File: src/rtl/fp_add_unit.sv
// fp_add_unit - pipelined IEEE-754 single-precision add/subtract unit.
//
// Takes ops from the FP-add reservation station with a valid/ready handshake.
// Three stages (unpack/align, add, normalize/pack) feed an output register.
// That register holds the result on the CDB port until the arbiter grants it.
// Rounding is truncation. Denormal inputs are flushed to zero. NaN results
// are the canonical 0x7FC00000.
//
// Ports:
//   clk, rst                  clock, synchronous active-high reset
//   in_valid/in_ready         issue handshake
//   in_op                     0 = A+B, 1 = A-B
//   in_a, in_b                operands
//   in_tag                    reservation-station tag
//   out_valid/out_grant       CDB handshake; the result is held until granted
//   out_result, out_tag       broadcast result and its tag
//   busy                      any stage or the output register occupied
module fp_add_unit #(
  parameter int TAG_W = 4
) (
  input  logic             clk,
  input  logic             rst,
  input  logic             in_valid,
  output logic             in_ready,
  input  logic             in_op,
  input  logic [31:0]      in_a,
  input  logic [31:0]      in_b,
  input  logic [TAG_W-1:0] in_tag,
  output logic             out_valid,
  output logic [31:0]      out_result,
  output logic [TAG_W-1:0] out_tag,
  input  logic             out_grant,
  output logic             busy
);
  localparam int          STAGES = 3;
  localparam logic [31:0] QNAN   = 32'h7FC0_0000;

  // Aligned operands. mag_* hold {hidden, fraction, guard, round, sticky}.
  typedef struct packed {
    logic             sign;
    logic [7:0]       exp;
    logic [26:0]      mag_l;
    logic [26:0]      mag_s;
    logic             eff_sub;
    logic             spec;
    logic [31:0]      spec_val;
    logic [TAG_W-1:0] tag;
  } align_t;

  typedef struct packed {
    logic             sign;
    logic [7:0]       exp;
    logic [27:0]      sum;
    logic             spec;
    logic [31:0]      spec_val;
    logic [TAG_W-1:0] tag;
  } sum_t;

  typedef struct packed {
    logic [31:0]      result;
    logic [TAG_W-1:0] tag;
  } res_t;

  logic              stall, accept;
  logic [STAGES:1]   vld_pipe;
  align_t            s1_d, s1_q;
  sum_t              s2_d, s2_q;
  res_t              s3_d, s3_q;

  assign stall    = out_valid & ~out_grant;
  assign in_ready = ~stall & ~rst;
  assign accept   = in_valid & in_ready;
  assign busy     = (|vld_pipe) | out_valid;

  // ---------------- stage 1: unpack / classify / align ----------------
  logic        sa, sb, a_zero, b_zero, a_inf, b_inf, a_nan, b_nan, swap;
  logic [30:0] mag_a, mag_b;
  logic [7:0]  el, es, diff;
  logic [23:0] ml, ms;
  logic [26:0] sm, lost_mask;

  always_comb begin
    s1_d      = '0;
    lost_mask = '0;
    sa     = in_a[31];
    sb     = in_b[31] ^ in_op;
    a_zero = (in_a[30:23] == 8'd0);
    b_zero = (in_b[30:23] == 8'd0);
    a_inf  = (in_a[30:23] == 8'hFF) && (in_a[22:0] == 23'd0);
    b_inf  = (in_b[30:23] == 8'hFF) && (in_b[22:0] == 23'd0);
    a_nan  = (in_a[30:23] == 8'hFF) && (in_a[22:0] != 23'd0);
    b_nan  = (in_b[30:23] == 8'hFF) && (in_b[22:0] != 23'd0);
    // Zeroing the whole magnitude flushes denormals and drops the hidden bit.
    mag_a  = a_zero ? 31'd0 : in_a[30:0];
    mag_b  = b_zero ? 31'd0 : in_b[30:0];
    swap   = mag_b > mag_a;
    el     = swap ? mag_b[30:23] : mag_a[30:23];
    es     = swap ? mag_a[30:23] : mag_b[30:23];
    ml     = swap ? {~b_zero, mag_b[22:0]} : {~a_zero, mag_a[22:0]};
    ms     = swap ? {~a_zero, mag_a[22:0]} : {~b_zero, mag_b[22:0]};
    diff   = el - es;
    sm     = {ms, 3'b000};

    s1_d.sign    = swap ? sb : sa;
    s1_d.exp     = el;
    s1_d.mag_l   = {ml, 3'b000};
    s1_d.eff_sub = sa ^ sb;
    s1_d.tag     = in_tag;
    if (diff >= 8'd27) begin
      s1_d.mag_s = '0;
    end else begin
      // The sticky bit keeps a borrow alive when nonzero bits were shifted out.
      lost_mask  = (27'd1 << diff) - 27'd1;
      s1_d.mag_s = (sm >> diff) | {26'd0, |(sm & lost_mask)};
    end

    s1_d.spec = 1'b1;
    if (a_nan || b_nan)        s1_d.spec_val = QNAN;
    else if (a_inf && b_inf)   s1_d.spec_val = (sa == sb) ? {sa, 8'hFF, 23'd0} : QNAN;
    else if (a_inf)            s1_d.spec_val = {sa, 8'hFF, 23'd0};
    else if (b_inf)            s1_d.spec_val = {sb, 8'hFF, 23'd0};
    else if (a_zero && b_zero && sa && sb) s1_d.spec_val = 32'h8000_0000;
    else                       s1_d.spec = 1'b0;
  end

  // ---------------- stage 2: mantissa add / subtract ----------------
  // mag_l >= mag_s after the swap, so the difference never goes negative.
  always_comb begin
    s2_d          = '0;
    s2_d.sign     = s1_q.sign;
    s2_d.exp      = s1_q.exp;
    s2_d.spec     = s1_q.spec;
    s2_d.spec_val = s1_q.spec_val;
    s2_d.tag      = s1_q.tag;
    s2_d.sum      = s1_q.eff_sub ? ({1'b0, s1_q.mag_l} - {1'b0, s1_q.mag_s})
                                 : ({1'b0, s1_q.mag_l} + {1'b0, s1_q.mag_s});
  end

  // ---------------- stage 3: normalize / pack ----------------
  logic [4:0]        lzc;
  logic [26:0]       norm;
  logic [22:0]       frac;
  logic signed [9:0] exp_n;
  logic              unused_norm;

  always_comb begin
    // Ascending scan: the highest set bit wins, giving a priority encoder.
    lzc = '0;
    for (int i = 0; i < 27; i++) if (s2_q.sum[i]) lzc = 5'(26 - i);
    norm = s2_q.sum[26:0] << lzc;
    if (s2_q.sum[27]) begin
      frac  = s2_q.sum[26:4];
      exp_n = $signed({2'b00, s2_q.exp}) + 10'sd1;
    end else begin
      frac  = norm[25:3];
      exp_n = $signed({2'b00, s2_q.exp}) - $signed({5'd0, lzc});
    end
    s3_d     = '0;
    s3_d.tag = s2_q.tag;
    if (s2_q.spec)                 s3_d.result = s2_q.spec_val;
    else if (s2_q.sum == 28'd0)    s3_d.result = 32'h0000_0000;
    else if (exp_n >= 10'sd255)    s3_d.result = {s2_q.sign, 8'hFF, 23'd0};
    else if (exp_n <= 10'sd0)      s3_d.result = {s2_q.sign, 31'd0};
    else                           s3_d.result = {s2_q.sign, exp_n[7:0], frac};
  end

  // The hidden bit and the guard/round/sticky bits are discarded by truncation.
  assign unused_norm = ^{norm[26], norm[2:0]};

  // ---------------- pipeline control ----------------
  always_ff @(posedge clk) begin
    if (rst) begin
      vld_pipe   <= '0;
      out_valid  <= 1'b0;
      out_result <= '0;
      out_tag    <= '0;
    end else if (!stall) begin
      vld_pipe  <= {vld_pipe[STAGES-1:1], accept};
      out_valid <= vld_pipe[STAGES];
      if (vld_pipe[STAGES]) begin
        out_result <= s3_q.result;
        out_tag    <= s3_q.tag;
      end
    end
  end

  // Payload registers need no reset; the valid bits qualify them.
  always_ff @(posedge clk) begin
    if (!stall) begin
      s1_q <= s1_d;
      s2_q <= s2_d;
      s3_q <= s3_d;
    end
  end

endmodule

File: config.mk
export PLATFORM = sky130hd
export DESIGN_NAME = fp_add_unit
export DESIGN_NICKNAME = d
export VERILOG_FILES = /design/src/rtl/fp_add_unit.sv
export SDC_FILE = /design/constraint.sdc
export NUM_CORES = 1
export LEC_CHECK = 0
export ABC_AREA = 1
export CAP_MARGIN = 20
export CORE_MARGIN = 2
export CORE_UTILIZATION = 46
export CTS_BUF_LIST = sky130_fd_sc_hd__clkbuf_8
export DETAILED_ROUTE_END_ITERATION = 8
export PLACE_DENSITY = 0.68
export SYNTH_ARGS = -nofsm -noshare
export SYNTH_HDL_FRONTEND = slang
export SYNTH_SLANG_ARGS = --single-unit
File: constraint.sdc
create_clock -name clk -period 4.6 [get_ports clk]
set_input_delay 0.92 -clock clk [delete_from_list [all_inputs] [get_ports clk]]
set_output_delay 0.92 -clock clk [all_outputs]
set_load 0.01 [all_outputs]
==> results.md <==
Critical path:
- The largest fanout on the critical path is 12.
- STA puts the critical path data required time at 4870 ps.
- The largest single stage delay on the critical path is 380 ps.
- The number of buffers and inverters on the critical path is 10.
- The type of the worst setup path is input port to flip-flop.
- The worst setup path is captured at a flip-flop.
- The arrival time at the worst endpoint is 5130 ps.
- The worst setup path is launched from an input port.
- Grouping stages by cell kind, the critical path spends the most delay in simple AND/OR/NAND/NOR gates.
- The slowest stage of the critical path belongs to the cell ha_1.

Route:
- The number of vias in the routed layout is 15500.
- For this block, the initial DRC count from the detailed router was 1519.
- The final routed wire length divided by cell count is 17.3 um.
- For this block, wires on met1 add up to 18500 um.
- The remaining design rule violation count is 0.
- The amount of wire on met2 after detailed routing is 24700 um.
- The count of antenna-violating nets left after detailed routing is 0.
- Using the TritonRoute via totals, the vias-per-cell ratio works out to 5.46.
- In this run the top signal layer used is met5.
- The pre-antenna-repair detailed-routing pass consisted of 7 iterations.
- The sum of met3 wire segment lengths after detailed routing is 2590 um.
- The final routed wirelength across all metal layers is 48900 um.

Global routing:
- For this run the aggregate overflow at the end of global routing stands at 0.
- Entering global routing, the biggest net connects 98 pins.
- The number of global-route vias before repair was 14700.
- In the global route stage, overall resource usage came out at 28.8%.
- The initial antenna violation count was 3.
- The global-route wire length before repair is 75000 um.

Cells and area:
- The total number of nets in the final design is 2580.
- The fraction of layout cells with a size suffix above 1 is 29.4%.
- Counting the fill cells in the layout gives 2620.
- The count of placed standard cells in the final layout, fillers left out is 2834.
- The sequential cell area in the final layout is 0.00531 mm^2.
- The multi-input logic area is 0.00924 mm^2.
- Compared with the post-synthesis result, the final layout area differs by 40.7%.

Clock tree:
- The master cell of the clock root buffer is clkbuf_8.
- The clock tree synthesis step divided the H-tree into 4 levels.
- The quantity of hold-fixing buffers added after cts is 0.
- The number of clock sinks is 190.
- In this run the deepest clock path goes through 2 buffers.
- The TritonCTS clock tree is built.
- Clock tree synthesis inserted a total of 17 buffers.
- The CTS clock-pin slew for the worst setup and hold paths is 110 ps.
- The later pin in the worst-skew pair is clocked with a latency of 500 ps.

Die:
- The overall die area is 0.0329 mm^2.
- The area inside the core boundary is 0.0308 mm^2.
- For this configuration, the core starts out at a cell density of 47.0%.
- From left edge to right edge, the die measures 181 um.
- Row generation in the floorplan step produced 64 rows.
- Measured along the y axis, the die boundary spans 181 um.
- The number of I/O pins is 112.

Placed design:
- Detailed placement finished with a half-perimeter wire length of 37800 um.
- The global placement routability congestion is 0.991.
- The total placed cells including tap cells is 2735.
- The number of buffers added on ports is 111.

Timing:
- The number of hold violations in the final report came to 0.
- The worst pin sits at a relative slew slack of 40.2%.
- The achievable frequency is 205 MHz.
- Clock skew on the completed layout was measured at 29.1 ps.
- The shortest clock period the worst path allows after layout is 4870 ps.
- Of the available clock period, the critical path in the final layout requires 106%.
- At the pin with the least slew margin, the transition time is 891 ps.
- Setup repair after global routing could not meet its margin everywhere.
- The final number of setup-violating endpoints is 21.
- The max-slew violation count came to 0.
- The worst setup margin is -268 ps.

Synth:
- The predominant post-synthesis flop cell is edfxtp_1.
- Of the synthesized area, sequential elements account for 36.6%.
- During synthesis, Yosys emitted a total of 0 warnings.
- The cell area after synthesis is 0.0145 mm^2.
- The largest area contributor in the netlist is edfxtp_1.
- By instance count, the leading cell after synthesis is nand2_1.
- In the post-synthesis netlist, the biggest area contributors are edfxtp_1 31%, nand2_1 12%, o21ai_0 7.0%.
- The synthesized design devotes to its leading area cell type 31.1% of total area.
- Yosys mapped a number of flops with a built-in enable equal to 150.
- The post-synth net total is 2173.
- In this run the mean area of a mapped cell was 7.18 um^2.
- In the synthesized netlist the async set-or-reset flop fraction comes to 0%.
- Yosys mapped the design onto 61 distinct sky130hd cell types.
- The synthesis-stage register bit count is 190.
- Ranked by instance count, the synthesized netlist is headed by 472 x nand2_1, 246 x inv_1, 239 x nor2_1.
- The gate count after technology mapping is 2017.

Outcome:
- The run finished, with violations left.
- The final reports fail on setup timing.

Hold path:
- The tightest min-delay check is of the flip-flop to flip-flop type.

Run:
- The max capacitance violation total is 0.

Pwr:
- The leakage power is 9.42 nW.
- The highest ir drop seen on vdd is 0.238 mV.
- The power density relative to cell area is 398 mW/mm^2.
- The post-layout total power is 8.12 mW.
registers in the layout (all words and copies together) (netlist names):
signal and flops:
out_result 32, out_tag 4, out_valid 1, s1_q 69, s2_q 45, s3_q 36, vld_pipe 3
power by group:
group | switching, mW | internal, mW | leakage, nW
registers | 0.229 | 2.34 | 1.99
logic | 2.67 | 1.76 | 7.22
clock network | 0.661 | 0.457 | 0.208
cell type report:
class	count	area share [%]
multi-input cells	1492	45.3
flip-flops and latches	190	26.0
repair buffers	465	19.4
inverters	258	4.82
well taps	396	2.43
clock buffers	17	1.15
clock inverters	15	0.829
diodes	1	0.0123
stage by stage:
stage	utilization (%)	hold slack, ps	worst slack, ps	instance area, um^2	TNS [ps]
2_1_floorplan	-	400	-30.1	14700	-42.0
5_1_grt	66.1	422	-542	20400	-12520
6_report	66.1	417	-268	20400	-2070
4_1_cts	62.5	416	-43.1	19300	-154
3_3_place_gp	59.1	401	-1250	18200	-33390
3_5_place_dp	59.1	405	-1230	18200	-37260
timing repair:
action	4_1_cts	5_1_grt
cloned	0	0
gates resized for setup	169	235
pin swaps	55	107
buffers inserted	41	30
hold endpoints to repair	0	0
endpoints found under the setup margin	50	58
worst reg2reg max path: cells and delay by family (launching register included):
| family | cells | cell delay [ps] |
|---|---|---|
| simple gates | 23 | 1780 |
| compound gates | 9 | 1130 |
| buf+inv | 5 | 480 |
| flops | 1 | 410 |
| fa+ha+maj | 1 | 230 |
| xor+xnor | 1 | 230 |
per-layer routing:
metal	vias up	track usage (%)
li1	7619	-
met1	7104	32.2
met2	566	53.0
met3	171	3.67
met4	2	15.6
met5	-	0
final timing paths:
kind            start  endpoint  slack [ps]  depth (start not counted)
min           s1_q[1]   s2_q[1]         420                          0
min reg2reg   s1_q[1]   s2_q[1]         420                          0
max          in_a[27]  s1_q[38]        -270                         31
max reg2reg  s2_q[39]  s3_q[17]         120                         39
logic make-up (layout without fill, tap and decap cells):
group,after synthesis,in the layout,synth area share (%)
simple gates,919,919,26.7
other cells,0,1,0
flops,190,190,36.6
compound gates,448,448,17.5
buf+inv,335,755,9.04
mux,12,12,0.829
xor+xnor,30,30,2.00
fa+ha+maj,83,83,7.27
cell usage in the layout (no fill, tap or decap), types with 13 or more instances in the layout:
cell,Yosys,final
o21ai_0,203,182
nor4_1,17,13
clkbuf_8,0,17
o21ai_2,6,33
o22ai_1,33,26
nand2_2,10,56
nor2_4,4,27
edfxtp_1,150,150
nor2_1,239,200
clkdlybuf4s50_1,0,92
xor2_1,24,24
a21oi_2,1,22
nor2_2,9,25
inv_2,7,19
nor3_1,25,17
a21oi_1,98,74
nand2_1,472,400
dfxtp_1,40,40
inv_1,246,230
nand4_1,23,23
buf_4,4,322
buf_6,4,30
nand2_4,1,27
nand3_2,4,28
ha_1,81,70
nand3_1,100,70
o21ai_1,34,25
Power figures use the tool's default switching activity.
